--- src/rtl/mc_ctrl.sv ---
// rtl/mc_ctrl.sv - multi-cycle RV32I-subset control FSM with memory handshake and timeout trap
module mc_ctrl #(
   parameter int MAX_WAIT = 255
) (
   input  logic        clk,
   input  logic        rst_n,
   input  logic [31:0] inst,
   input  logic        alu_f,
   input  logic        mem_ready,
   output logic        mem_req,
   output logic        ram_we,
   output logic        ir_we,
   output logic        pc_we,
   output logic [1:0]  npc_op,
   output logic        rf_we,
   output logic [1:0]  wd_sel,
   output logic [2:0]  sext_op,
   output logic [3:0]  alu_op,
   output logic        alub_sel,
   output logic        trap,
   output logic [1:0]  trap_cause
);

   typedef enum logic [2:0] {S_FETCH, S_DECODE, S_EXEC, S_MEM, S_WB, S_TRAP} state_t;
   typedef enum logic [3:0] {C_R, C_I, C_LW, C_SW, C_BR, C_LUI, C_JAL, C_JALR, C_ILL} cls_t;

   localparam logic [7:0] MAX_W = 8'(MAX_WAIT);

   state_t      state;
   logic [7:0]  wait_cnt;
   logic [7:0]  wait_nxt;
   logic        timeout;
   logic [1:0]  cause_q;

   cls_t        cls;
   logic [3:0]  dec_alu;
   logic        dec_sel;
   logic [2:0]  dec_sext;

   logic [6:0]  opcode;
   logic [2:0]  funct3;
   logic [6:0]  funct7;
   logic        f7_zero;
   logic        f7_alt;
   logic        unused_inst;

   assign opcode      = inst[6:0];
   assign funct3      = inst[14:12];
   assign funct7      = inst[31:25];
   assign f7_zero     = (funct7 == 7'b0000000);
   assign f7_alt      = (funct7 == 7'b0100000);
   assign unused_inst = ^{inst[24:15], inst[11:7]};

   always_comb begin
      cls      = C_ILL;
      dec_alu  = 4'd0;
      dec_sel  = 1'b0;
      dec_sext = 3'd0;
      case (opcode)
         7'b0110011: begin
            case (funct3)
               3'b000: if (f7_zero || f7_alt) begin cls = C_R; dec_alu = f7_alt ? 4'd1 : 4'd0; end
               3'b001: if (f7_zero) begin cls = C_R; dec_alu = 4'd5; end
               3'b100: if (f7_zero) begin cls = C_R; dec_alu = 4'd4; end
               3'b101: if (f7_zero || f7_alt) begin cls = C_R; dec_alu = f7_alt ? 4'd7 : 4'd6; end
               3'b110: if (f7_zero) begin cls = C_R; dec_alu = 4'd3; end
               3'b111: if (f7_zero) begin cls = C_R; dec_alu = 4'd2; end
               default: cls = C_ILL;
            endcase
         end
         7'b0010011: begin
            dec_sel = 1'b1;
            // Only shift-immediates carry funct7; arithmetic immediates use the full 12 bits
            case (funct3)
               3'b000: begin cls = C_I; dec_alu = 4'd0; end
               3'b100: begin cls = C_I; dec_alu = 4'd4; end
               3'b110: begin cls = C_I; dec_alu = 4'd3; end
               3'b111: begin cls = C_I; dec_alu = 4'd2; end
               3'b001: if (f7_zero) begin cls = C_I; dec_alu = 4'd5; end
               3'b101: if (f7_zero || f7_alt) begin cls = C_I; dec_alu = f7_alt ? 4'd7 : 4'd6; end
               default: cls = C_ILL;
            endcase
         end
         7'b0000011: begin
            dec_sel = 1'b1;
            if (funct3 == 3'b010) cls = C_LW;
         end
         7'b0100011: begin
            dec_sel  = 1'b1;
            dec_sext = 3'd1;
            if (funct3 == 3'b010) cls = C_SW;
         end
         7'b1100011: begin
            dec_sext = 3'd2;
            case (funct3)
               3'b000: begin cls = C_BR; dec_alu = 4'd9;  end
               3'b001: begin cls = C_BR; dec_alu = 4'd10; end
               3'b100: begin cls = C_BR; dec_alu = 4'd11; end
               3'b101: begin cls = C_BR; dec_alu = 4'd12; end
               default: cls = C_ILL;
            endcase
         end
         7'b0110111: begin cls = C_LUI; dec_alu = 4'd8; dec_sel = 1'b1; dec_sext = 3'd3; end
         7'b1101111: begin cls = C_JAL; dec_sel = 1'b1; dec_sext = 3'd4; end
         7'b1100111: begin
            dec_sel = 1'b1;
            if (funct3 == 3'b000) cls = C_JALR;
         end
         default: cls = C_ILL;
      endcase
   end

   // Counter saturates at MAX_WAIT; the trap fires on the cycle it would get there
   assign wait_nxt = (wait_cnt == MAX_W) ? MAX_W : wait_cnt + 8'd1;
   assign timeout  = (wait_nxt == MAX_W);

   always_ff @(posedge clk) begin
      if (!rst_n) begin
         state    <= S_FETCH;
         wait_cnt <= 8'd0;
         cause_q  <= 2'd0;
      end else begin
         case (state)
            S_FETCH: begin
               if (mem_ready) begin
                  state    <= S_DECODE;
                  wait_cnt <= 8'd0;
               end else if (timeout) begin
                  state    <= S_TRAP;
                  cause_q  <= 2'd2;
                  wait_cnt <= 8'd0;
               end else begin
                  wait_cnt <= wait_nxt;
               end
            end
            S_DECODE: begin
               wait_cnt <= 8'd0;
               if (cls == C_ILL) begin
                  state   <= S_TRAP;
                  cause_q <= 2'd1;
               end else begin
                  state <= S_EXEC;
               end
            end
            S_EXEC: begin
               wait_cnt <= 8'd0;
               if (cls == C_BR)                      state <= S_FETCH;
               else if (cls == C_LW || cls == C_SW)  state <= S_MEM;
               else                                  state <= S_WB;
            end
            S_MEM: begin
               if (mem_ready) begin
                  state    <= (cls == C_SW) ? S_FETCH : S_WB;
                  wait_cnt <= 8'd0;
               end else if (timeout) begin
                  state    <= S_TRAP;
                  cause_q  <= 2'd2;
                  wait_cnt <= 8'd0;
               end else begin
                  wait_cnt <= wait_nxt;
               end
            end
            S_WB: begin
               state    <= S_FETCH;
               wait_cnt <= 8'd0;
            end
            S_TRAP: wait_cnt <= 8'd0;
            default: begin
               state    <= S_FETCH;
               wait_cnt <= 8'd0;
            end
         endcase
      end
   end

   logic        mem_req_c, ram_we_c, ir_we_c, pc_we_c, rf_we_c, alub_sel_c, trap_c;
   logic [1:0]  npc_op_c, wd_sel_c;
   logic [2:0]  sext_op_c;
   logic [3:0]  alu_op_c;

   always_comb begin
      mem_req_c  = 1'b0;
      ram_we_c   = 1'b0;
      ir_we_c    = 1'b0;
      pc_we_c    = 1'b0;
      npc_op_c   = 2'd0;
      rf_we_c    = 1'b0;
      wd_sel_c   = 2'd0;
      sext_op_c  = 3'd0;
      alu_op_c   = 4'd0;
      alub_sel_c = 1'b0;
      trap_c     = 1'b0;
      case (state)
         S_FETCH: begin
            mem_req_c = 1'b1;
            ir_we_c   = mem_ready;
         end
         S_DECODE: sext_op_c = dec_sext;
         S_EXEC: begin
            sext_op_c  = dec_sext;
            alu_op_c   = dec_alu;
            alub_sel_c = dec_sel;
            // alu_f only reaches pc logic for branches, where alu_op is a compare
            if (cls == C_BR) begin
               pc_we_c  = 1'b1;
               npc_op_c = alu_f ? 2'd1 : 2'd0;
            end
         end
         S_MEM: begin
            sext_op_c  = dec_sext;
            alu_op_c   = dec_alu;
            alub_sel_c = dec_sel;
            mem_req_c  = 1'b1;
            ram_we_c   = (cls == C_SW);
            pc_we_c    = mem_ready && (cls == C_SW);
         end
         S_WB: begin
            sext_op_c  = dec_sext;
            alu_op_c   = dec_alu;
            alub_sel_c = dec_sel;
            rf_we_c    = 1'b1;
            pc_we_c    = 1'b1;
            if (cls == C_LW)                          wd_sel_c = 2'd1;
            else if (cls == C_JAL || cls == C_JALR)   wd_sel_c = 2'd2;
            if (cls == C_JAL)       npc_op_c = 2'd1;
            else if (cls == C_JALR) npc_op_c = 2'd2;
         end
         S_TRAP: trap_c = 1'b1;
         default: trap_c = 1'b0;
      endcase
   end

   assign mem_req    = rst_n & mem_req_c;
   assign ram_we     = rst_n & ram_we_c;
   assign ir_we      = rst_n & ir_we_c;
   assign pc_we      = rst_n & pc_we_c;
   assign npc_op     = rst_n ? npc_op_c : 2'd0;
   assign rf_we      = rst_n & rf_we_c;
   assign wd_sel     = rst_n ? wd_sel_c : 2'd0;
   assign sext_op    = rst_n ? sext_op_c : 3'd0;
   assign alu_op     = rst_n ? alu_op_c : 4'd0;
   assign alub_sel   = rst_n & alub_sel_c;
   assign trap       = rst_n & trap_c;
   assign trap_cause = rst_n ? cause_q : 2'd0;

endmodule

--- config.mk ---
export PLATFORM = sky130hd
export DESIGN_NAME = mc_ctrl
export DESIGN_NICKNAME = d
export VERILOG_FILES = /design/src/rtl/mc_ctrl.sv
export SDC_FILE = /design/constraint.sdc
export NUM_CORES = 1
export LEC_CHECK = 0
export CAP_MARGIN = 20
export CELL_PAD_IN_SITES_DETAIL_PLACEMENT = 2
export CELL_PAD_IN_SITES_GLOBAL_PLACEMENT = 2
export CORE_MARGIN = 1
export CORE_UTILIZATION = 21
export CTS_CLUSTER_SIZE = 40
export DETAILED_ROUTE_END_ITERATION = 10
export PLACE_DENSITY_LB_ADDON = 0.1
export SYNTH_ARGS = -nofsm -noshare
export SYNTH_HDL_FRONTEND = slang
export SYNTH_SLANG_ARGS = --single-unit
export TNS_END_PERCENT = 10
--- constraint.sdc ---
create_clock -name clk -period 1.75 [get_ports clk]
set_input_delay 0.2625 -clock clk [delete_from_list [all_inputs] [get_ports clk]]
set_output_delay 0.2625 -clock clk [all_outputs]
set_load 0.02 [all_outputs]
==> impl_metrics.csv, run 1 <==
group,metric,value,unit
status,status,"complete, but fails checks",
status,failed_checks,"setup timing",
final_layout,drive_gt1_frac,0.5484,
die,die_x,87.29,µm
critical_path,arrival,1.80,ns
power,clkPwrFrac,0.247,
logic_synthesis,synth_area,1528,µm²
power,p_leak,1.340,nW
logic_synthesis,synth_top_area_cell,"dfxtp_1",
drt,drtIter0Drc,30,
drt,viasPerCell,4.888,
critical_path,r2r-end,"cause_q[0]",
global_routing,antenna_found_initial,0,
place,post-place-ws,-1.237,ns
final_layout,multi_input_area,1473,µm²
global_routing,grt_max_degree,17,
critical_path,required,1.49,ns
place,port_buffers,40,
sta,slew_violations,0,
clocking,cts_buffers,3,
critical_path,r2r_start,"wait_cnt[0]",
critical_path,path_cells,"and2b_1 -> o21ai_2 -> or4_4 -> a311oi_4 -> buf_6",
logic_synthesis,synth_area_leaders,"dfxtp_1 17%, nor2_1 5.4%, a21oi_1 4.6%",
clocking,hold_buffers,0,
place,gp_congestion,0.7748,
sta,rsz0062_at_grt,"true",
critical_path,r2r_cells,7,
global_routing,grt_usage,0.1936,
sta,layout_min_cycle_time,2.063,ns
critical_path,crit_path_end_kind,"output port",
power,switching_power,372.6,µW
drt,post_drt_wl_per_cell,16.34,µm
logic_synthesis,synth_cell_type_count,57,
power,p_per_area,357.3,nW/µm²
min_path,holdPathStages,2,
logic_synthesis,syn_area_per_cell,7.139,µm²
clocking,cts_root_buf,"clkbuf_8",
logic_synthesis,synth_edf_count,0,
flow_run,cap_violations,0,
critical_path,ff2ff_setup_slack,-0.19,ns
place,dp.cells,416,
die,io_pins,56,
power,peakVddDrop,0.1791,mV
critical_path,critical-path-top-delay-family,"simple AND/OR/NAND/NOR gates",
drt,drc,0,
power,p_sw_frac,0.3393,
sta,slew_headroom,0.7128,
clocking,path_clk_slew,0.06,ns
critical_path,crit_path_max_incr_delay,0.47,ns
sta,period_share,1.179,
clocking,cts_sinks,13,
critical_path,cp-startpoint,"state[2]",
power,finalPower,1.098,mW
logic_synthesis,async_flop_share,0,
final_layout,syn_to_final_growth,101.1,%
clocking,cts_htree_levels,1,
global_routing,grt_pass1_wl,11.63,mm
logic_synthesis,synth_top_area_share,0.1704,
logic_synthesis,ys_seq_area_frac,0.1704,
die,die-area,7620,µm²
final_layout,antenna_cells,0,
final_layout,seq_area,267.8,µm²
clocking,clk_latency,0.24,ns
sta,skew,0.001280,ns
final_layout,nets,379,
logic_synthesis,syn_inst,214,
critical_path,cp_max_fo,4,
final_layout,nFillCells,798,
critical_path,crit_type,"reg -> out",
logic_synthesis,ys_warn_count,0,
die,die_height,87.29,µm
logic_synthesis,synth_flop_cell,"dfxtp_1",
die,core_area,6907,µm²
critical_path,setup.worst_path.end,"alu_op[2]",
sta,setup_viol,26,
die,fp-row-count,30,
final_layout,layoutNonFillerInstCount,437,
sta,final.setup.worst_slack,-0.3133,ns
clocking,tritoncts,"built",
critical_path,cp.depth,5,
drt,vias,2136,
drt,routed_wl,7.139,mm
critical_path,cp-start-kind,"flip-flop",
sta,max_freq,484.7,MHz
power,intPower,725.4,µW
critical_path,slowest_stage,"or4_4",
critical_path,worstPathBufferInverterCount,1,
place,dp_hpwl,5.351,mm
global_routing,grt-ovfl-total,0,
logic_synthesis,synth_seq_cells,13,
sta,hold_viol,0,
sta,holdWs,0.5442,ns
drt,dr.pass1.iters,4,
sta,worstMarginPinSlew,0.4276,ns
global_routing,grt_pass1_vias,2369,
die,start_util,0.2212,
min_path,min_path_type,"reg -> reg",
drt,ant_nets,0,
power,combPwrFrac,0.462,
logic_synthesis,synth_fp_nets,251,
power,sequentialPowerShare,0.291,
clocking,cts_buffer_depth,2,
==> final cells by class <==
class	instances	area share
clock buffers	4	0.01466
inverters	4	0.004886
multi-input cells	182	0.4792
flip-flops and latches	13	0.08713
well taps	96	0.03909
repair buffers	138	0.3750
==> metrics by stage <==
stage / util / TNS [ns] / cell area [µm²]
CTS: 0.4266 / -3.792 / 2947
finish: 0.4449 / -3.668 / 3073
global placement: 0.3824 / -19.72 / 2641
detailed placement: 0.3824 / -21.53 / 2641
global route: 0.4449 / -5.698 / 3073
floorplan: - / -0.9677 / 1587
==> metal layers <==
layer  track usage  share of wire
met2        0.3658           0.52
met4       0.01937         0.0055
met5             0              0
met1        0.2415           0.45
met3       0.02085          0.019
==> worst register-to-register path, cell delays in order (launching register included) <==
cell,delay [ns]
dfxtp_2,0.34
buf_6,0.11
nand2_2,0.05
or4_4,0.54
a311oi_4,0.35
buf_4,0.18
nand2_1,0.04
a22o_1,0.22
==> layout by cell type (no fill, tap or decap), drive strengths merged, types with 2 or more instances in the layout <==
| cell type | Yosys | final |
|---|---|---|
| nand2b | 7 | 7 |
| clkdlybuf4s50 | 0 | 3 |
| a211oi | 2 | 2 |
| nand3b | 2 | 2 |
| nor2 | 22 | 22 |
| nor3b | 2 | 2 |
| and2 | 5 | 5 |
| a21o | 2 | 2 |
| a21oi | 14 | 14 |
| mux2i | 2 | 2 |
| a311oi | 2 | 2 |
| dlygate4sd2 | 0 | 5 |
| a31oi | 4 | 4 |
| dfxtp | 13 | 13 |
| inv | 4 | 4 |
| clkbuf | 8 | 4 |
| nor3 | 13 | 13 |
| o21a | 2 | 2 |
| nand4 | 4 | 4 |
| nor4 | 4 | 4 |
| or4 | 3 | 3 |
| dlymetal6s2s | 0 | 2 |
| and3b | 5 | 5 |
| a22o | 2 | 2 |
| and3 | 8 | 8 |
| xor2 | 3 | 3 |
| nand3 | 6 | 6 |
| xnor2 | 4 | 4 |
| nor2b | 9 | 9 |
| o21ai | 12 | 12 |
| o211ai | 3 | 3 |
| nor4b | 2 | 2 |
| nand2 | 19 | 19 |
| clkdlybuf4s15 | 0 | 3 |
| o22a | 2 | 2 |
| buf | 7 | 125 |
==> worst min-delay path by stage <==
stage	end	slack, ns	start
final	wait_cnt[0]	0.54	wait_cnt[0]
after global routing	cause_q[1]	0.58	cause_q[1]
after CTS	wait_cnt[0]	0.54	wait_cnt[0]
after detailed placement	cause_q[1]	0.55	cause_q[1]
after global placement	wait_cnt[0]	0.54	wait_cnt[0]
after floorplan	cause_q[1]	0.44	cause_q[1]
==> power by group through the flow <==
stage / registers, mW / logic (mW) / clock network (mW)
3_3_place_gp: 0.323 / 0.424 / 0
2_1_floorplan: 0.321 / 0.190 / 0
5_1_grt: 0.321 / 0.545 / 0.298
4_1_cts: 0.319 / 0.484 / 0.286
3_5_place_dp: 0.323 / 0.437 / 0
6_report: 0.320 / 0.507 / 0.271
==> cell families after synthesis <==
| logic type | count (synthesis) | share of synthesized area |
|---|---|---|
| adders and majority gates | 1 | 0.008189 |
| DFF | 13 | 0.1704 |
| muxes | 2 | 0.01310 |
| AOI/OAI and AO/OA | 57 | 0.2695 |
| buffers and inverters | 19 | 0.06633 |
| and+or+nand+nor | 115 | 0.4324 |
| xor gates and xnor gates | 7 | 0.04013 |
==> what timing repair did <==
action                                 in CTS  in global routing
pin swaps                                  30                 19
gates resized for setup                   200                 21
endpoints found under the hold margin       0                  0
setup endpoints to repair                  33                 30
buffers inserted                           14                  6
==> state kept, by name, summed over array words and instances, names as in the netlist <==
signal and count:
cause_q 2, state 3, wait_cnt 8
==> cells in the mapped netlist (2+ instances only) <==
master    instances
buf_6             3
o22a_1            2
inv_1             4
nand2b_1          7
nor3_1           13
nor2b_1           9
clkbuf_1          8
xnor2_1           4
o21a_1            2
o211ai_1          3
mux2i_1           2
xor2_1            3
a22o_1            2
buf_2             3
or4_4             2
a21o_1            2
nor4b_1           2
nand3b_1          2
nor2_1           22
a21oi_1          14
a31oi_1           4
dfxtp_1          13
o21ai_0          12
nor3b_1           2
and2_1            5
and3_1            8
nor4_1            3
nand2_1          18
nand4_1           4
and3b_1           4
nand3_1           6
Power figures use the tool's default switching activity.
==> inputs of run 2 (changes only) <==
TNS_END_PERCENT = 20   (was 10)
==> run 2 against run 1 <==
The flow still finishes with violations (setup timing). Clock power is 4% higher. Power is 3.8% higher. Cell area up 1.9%. Routed wire length increased by 14%. Combinational power up 5.7%. Critical endpoint unchanged. Largest cell class unchanged. Highest routed layer unchanged.
==> impl_metrics.csv, run 2 (synthesis gave the netlist of run 1 again) <==
group,metric,value,unit
die,fp-row-count,30,
die,die-area,7620,µm²
global_routing,grt_pass1_vias,2443,
drt,viasPerCell,4.977,
status,status,"complete, but fails checks",
sta,hold_viol,0,
place,place_area,2638,µm²
die,core_area,6907,µm²
sta,slew_violations,0,
sta,layout_min_cycle_time,2.066,ns
global_routing,grt_usage,0.2166,
final_layout,utilization,0.4533,
power,p_per_area,363.9,nW/µm²
critical_path,cp_max_fo,4,
drt,post_drt_wl_per_cell,18.60,µm
final_layout,nets,379,
sta,skew,0.002874,ns
clocking,cts_htree_levels,1,
sta,setup_viol,20,
min_path,holdPathStages,4,
power,p_leak,1.332,nW
place,dp.cells,417,
clocking,cts_root_buf,"clkbuf_8",
critical_path,crit_type,"reg -> out",
power,peakVddDrop,0.2763,mV
final_layout,final_cell_mix,"85 x buf_4, 29 x buf_6, 19 x nor2_1",
drt,vias,2175,
die,die_height,87.29,µm
flow_run,cap_violations,0,
final_layout,layoutNonFillerInstCount,437,
clocking,clk_latency,0.25,ns
final_layout,drive_gt1_frac,0.5806,
global_routing,antenna_found_initial,0,
global_routing,grt-ovfl-total,0,
drt,drc,0,
global_routing,grt_max_degree,17,
critical_path,arrival,1.80,ns
sta,slew_headroom,0.7338,
final_layout,reg.largest.list,"wait_cnt: 8 flops, state: 3 flops, cause_q: 2 flops",
critical_path,r2r_cells,6,
clocking,path_clk_slew,0.06,ns
sta,max_freq,484.1,MHz
place,gp_congestion,0.7408,
final_layout,final_area,3131,µm²
die,die_x,87.29,µm
sta,worstMarginPinSlew,0.3892,ns
global_routing,grt_pass1_wl,12.88,mm
drt,routed_wl,8.128,mm
final_layout,final_common_cell,"buf_4",
clocking,cts_buffer_depth,2,
place,dp_hpwl,5.481,mm
sta,final.setup.worst_slack,-0.3158,ns
sta,rsz0062_at_grt,"true",
drt,ant_nets,0,
clocking,tritoncts,"built",
clocking,cts_buffers,3,
place,port_buffers,40,
critical_path,crit_path_end_kind,"output port",
final_layout,max_flop_register,"wait_cnt",
critical_path,cp-start-kind,"flip-flop",
final_layout,largest_register_ffs,8,
drt,drtIter0Drc,60,
clocking,cts_sinks,13,
min_path,min_path_type,"in -> reg",
drt,dr.pass1.iters,6,
final_layout,antenna_cells,0,
status,failed_checks,"setup timing",
sta,period_share,1.180,
die,start_util,0.2212,
power,finalPower,1.139,mW
die,io_pins,56,
critical_path,required,1.49,ns
final_layout,syn_to_final_growth,104.9,%
## run 2: area by class of cell
| type | count | area, µm² |
|---|---|---|
| Clock buffer | 4 | 45.04 |
| Fill cell | 795 | 3776 |
| Inverter | 4 | 15.01 |
| Multi-Input combinational cell | 182 | 1519 |
| Sequential cell | 13 | 269.0 |
| Tap cell | 96 | 120.1 |
| Timing Repair Buffer | 138 | 1162 |
## run 2: what timing repair did
action	in CTS	in global routing
hold buffers	0	0
hold endpoints to repair	0	0
endpoints found under the setup margin	33	33
cloned	0	0
pin swaps	25	20
setup buffers	13	4
gates resized for setup	199	48
## run 2: metrics by stage
stage                     TNS, ns  setup slack [ns]  hold slack [ns]
after floorplan           -0.9055          -0.08879           0.4373
after global placement     -20.33            -1.144           0.5393
after detailed placement   -21.68            -1.199           0.5572
after CTS                  -2.991           -0.3639           0.5684
after global routing       -4.043           -0.3538           0.5850
final                      -2.653           -0.3158           0.5665
## run 2: worst max-delay path, cell delays in order (launching register included)
cell and delay, ns:
dfxtp_4 0.36, and2b_1 0.22, o21ai_2 0.10, or4_4 0.49, a311oi_4 0.23, buf_6 0.15
## run 2: layer usage
layer | wire length (µm) | global-route usage | part of all wire | vias to the layer above
met5 | 0 | 0 | 0 | -
met4 | 34 | 0.02385 | 0.0042 | 0
met3 | 138 | 0.02180 | 0.017 | 4
met2 | 4485 | 0.4304 | 0.55 | 33
met1 | 3470 | 0.2536 | 0.43 | 1092
li1 | - | - | - | 1046
## run 2: worst paths after layout
| kind | from | slack, ns | endpoint |
|---|---|---|---|
| setup / recovery | state[2] | -0.32 | alu_op[2] |
| hold / removal | rst_n | 0.57 | state[0] |
| setup reg to reg | wait_cnt[0] | -0.13 | cause_q[0] |
| hold reg to reg | wait_cnt[0] | 0.59 | wait_cnt[0] |
## run 2: report_power, final
part	leakage [nW]	internal, mW	total (mW)	switching (mW)
clock network	0.0228	0.161	0.282	0.121
registers	0.108	0.310	0.322	0.0118
logic	1.20	0.265	0.536	0.270
==> inputs of run 3 (changes only) <==
CORE_UTILIZATION = 26   (was 21)
CTS_CLUSTER_SIZE = 28   (was 40)
SLEW_MARGIN = 25   (was default)
clock period = 2.49 ns   (was 1.75 ns; I/O delays follow)
==> run 3 against run 2 <==
The flow now finishes without violations. Final cell count shrank 15%. Combinational power shrank 46%. Cell area shrank 20%. First-iteration DRC count grew 1.7%. Flip-flop and latch count is the same. Sequential power shrank 31%. Global-route usage shrank 0.35 points. Worst setup slack gained 0.35 ns. Die area shrank 19%. Largest power group unchanged. Highest routed layer unchanged.
==> impl_metrics.csv, run 3 (synthesis gave the netlist of run 1 again) <==
group,metric,value,unit
global_routing,grt_usage,0.2131,
critical_path,path_cells,"clkdlybuf4s50_1 -> nor4_4 -> buf_4 -> and2_4 -> nand4_1 -> a311oi_1 -> buf_2",
critical_path,required,2.12,ns
global_routing,grt-ovfl-total,0,
clocking,tritoncts,"built",
drt,wl_met1,3.048,mm
critical_path,slowest_stage,"clkdlybuf4s50_1",
global_routing,grt_max_degree,17,
critical_path,crit_path_max_incr_delay,0.45,ns
sta,skew,0.0008074,ns
die,die_height,78.66,µm
place,place_area,2350,µm²
clocking,cts_htree_levels,1,
drt,routed_wl,6.684,mm
die,start_util,0.2741,
drt,dr.pass1.iters,4,
final_layout,final_cell_mix,"56 x buf_4, 22 x nor2_1, 17 x nand2_1, 17 x clkdlybuf4s50_1",
drt,drtIter0Drc,61,
clocking,clk_latency,0.24,ns
final_layout,nets,336,
critical_path,arrival,2.08,ns
place,port_buffers,40,
final_layout,reg.largest.list,"wait_cnt: 8 flops, state: 3 flops, cause_q: 2 flops",
place,gp_congestion,0.8335,
sta,period_share,0.9865,
clocking,path_clk_slew,0.06,ns
final_layout,max_flop_register,"wait_cnt",
drt,post_drt_wl_per_cell,18.06,µm
final_layout,syn_to_final_growth,64.95,%
drt,ant_nets,0,
global_routing,grt_pass1_wl,10.36,mm
critical_path,crit_type,"in -> out",
power,finalPower,704.1,µW
sta,slew_violations,0,
sta,layout_min_cycle_time,2.456,ns
global_routing,antenna_found_initial,0,
power,peakVddDrop,0.2199,mV
drt,viasPerCell,5.311,
drt,wl_met2,3.284,mm
sta,max_freq,407.1,MHz
die,io_pins,56,
critical_path,crit_path_end_kind,"output port",
sta,slew_headroom,0.6433,
min_path,hp-start,"cause_q[1]",
clocking,cts_buffer_depth,2,
critical_path,critical-path-top-delay-family,"buffers and inverters",
critical_path,worstPathBufferInverterCount,3,
drt,met3WireLength,300,µm
final_layout,drive_gt1_frac,0.3456,
final_layout,utilization,0.4521,
drt,drc,0,
die,die_x,78.66,µm
die,fp-row-count,27,
status,status,"completed",
sta,setup_viol,0,
final_layout,final_area,2520,µm²
place,dp_hpwl,5.118,mm
final_layout,final_common_cell,"buf_4",
min_path,min_path_type,"reg -> reg",
final_layout,largest_register_ffs,8,
critical_path,r2r_start,"wait_cnt[0]",
clocking,cts_root_buf,"clkbuf_8",
clocking,cts_sinks,13,
sta,worstMarginPinSlew,0.5277,ns
power,p_per_area,279.4,nW/µm²
critical_path,cp-start-kind,"input port",
final_layout,antenna_cells,0,
drt,routed.top_layer,"met4",
sta,holdWs,0.4741,ns
power,p_leak,1.082,nW
critical_path,cp-startpoint,"inst[26]",
die,die-area,6187,µm²
clocking,cts_buffers,3,
die,core_area,5574,µm²
sta,hold_viol,0,
sta,rsz0062_at_grt,"true",
flow_run,cap_violations,0,
critical_path,cp_max_fo,4,
final_layout,nFillCells,667,
global_routing,grt_pass1_vias,2059,
drt,vias,1965,
## run 3: cell count changes in the layout (fill, tap and decap cells not counted), sizes merged
cell,before,now
clkdlybuf4s50,2,17
buf,124,65
clkdlybuf4s15,3,0
dlymetal6s2s,1,5
## run 3: cell type report
class                   instances  area, µm²  area share
well taps                      72      90.09     0.03575
inverters                       4      15.01    0.005958
repair buffers                 95      782.0      0.3103
clock buffers                   4      45.04     0.01787
flip-flops and latches         13      260.3      0.1033
multi-input cells             182       1328      0.5268
## run 3: worst reg2reg max path, stage by stage, from the launching register on
cell and delay (ns):
dfxtp_1 0.35, ha_1 0.30, or4_4 0.57, a311oi_4 0.35
nand2b_1 0.38, nor3_1 0.11
## run 3: final timing paths
| kind | endpoint | slack, ns | cells past startpoint |
|---|---|---|---|
| worst max-delay path | alu_op[2] | 0.03 | 7 |
| worst min-delay path | cause_q[1] | 0.47 | 2 |
| worst max register to register | wait_cnt[6] | 0.29 | 5 |
| worst min register to register | cause_q[1] | 0.47 | 2 |
## run 3: per-layer routing
metal	global-route usage	up-vias
met3	0.03837	6
met2	0.3635	53
met5	0	-
li1	-	958
met4	0.03889	0
met1	0.2792	948
## run 3: what timing repair did
item / in CTS / in global routing
setup endpoints to repair: 15 / 12
setup buffers: 0 / 1
hold buffers: 0 / 0
resized for setup: 62 / 38
pin swaps: 4 / 4
## run 3: through the flow
stage | instances | TNS [ns] | setup WS [ns]
final | 370 | 0 | 0.03364
after detailed placement | 365 | -6.556 | -0.6451
after global placement | 365 | -5.574 | -0.5284
after CTS | 369 | -0.4070 | -0.1368
after global routing | 370 | -0.1128 | -0.05590
after floorplan | 214 | 0 | 0.1096
## run 3: power breakdown
group          internal, mW  leakage, nW  total [mW]  switching (mW)
clock network         0.113       0.0228       0.192          0.0789
registers             0.217        0.106       0.223         0.00659
logic                 0.138        0.954       0.289           0.151
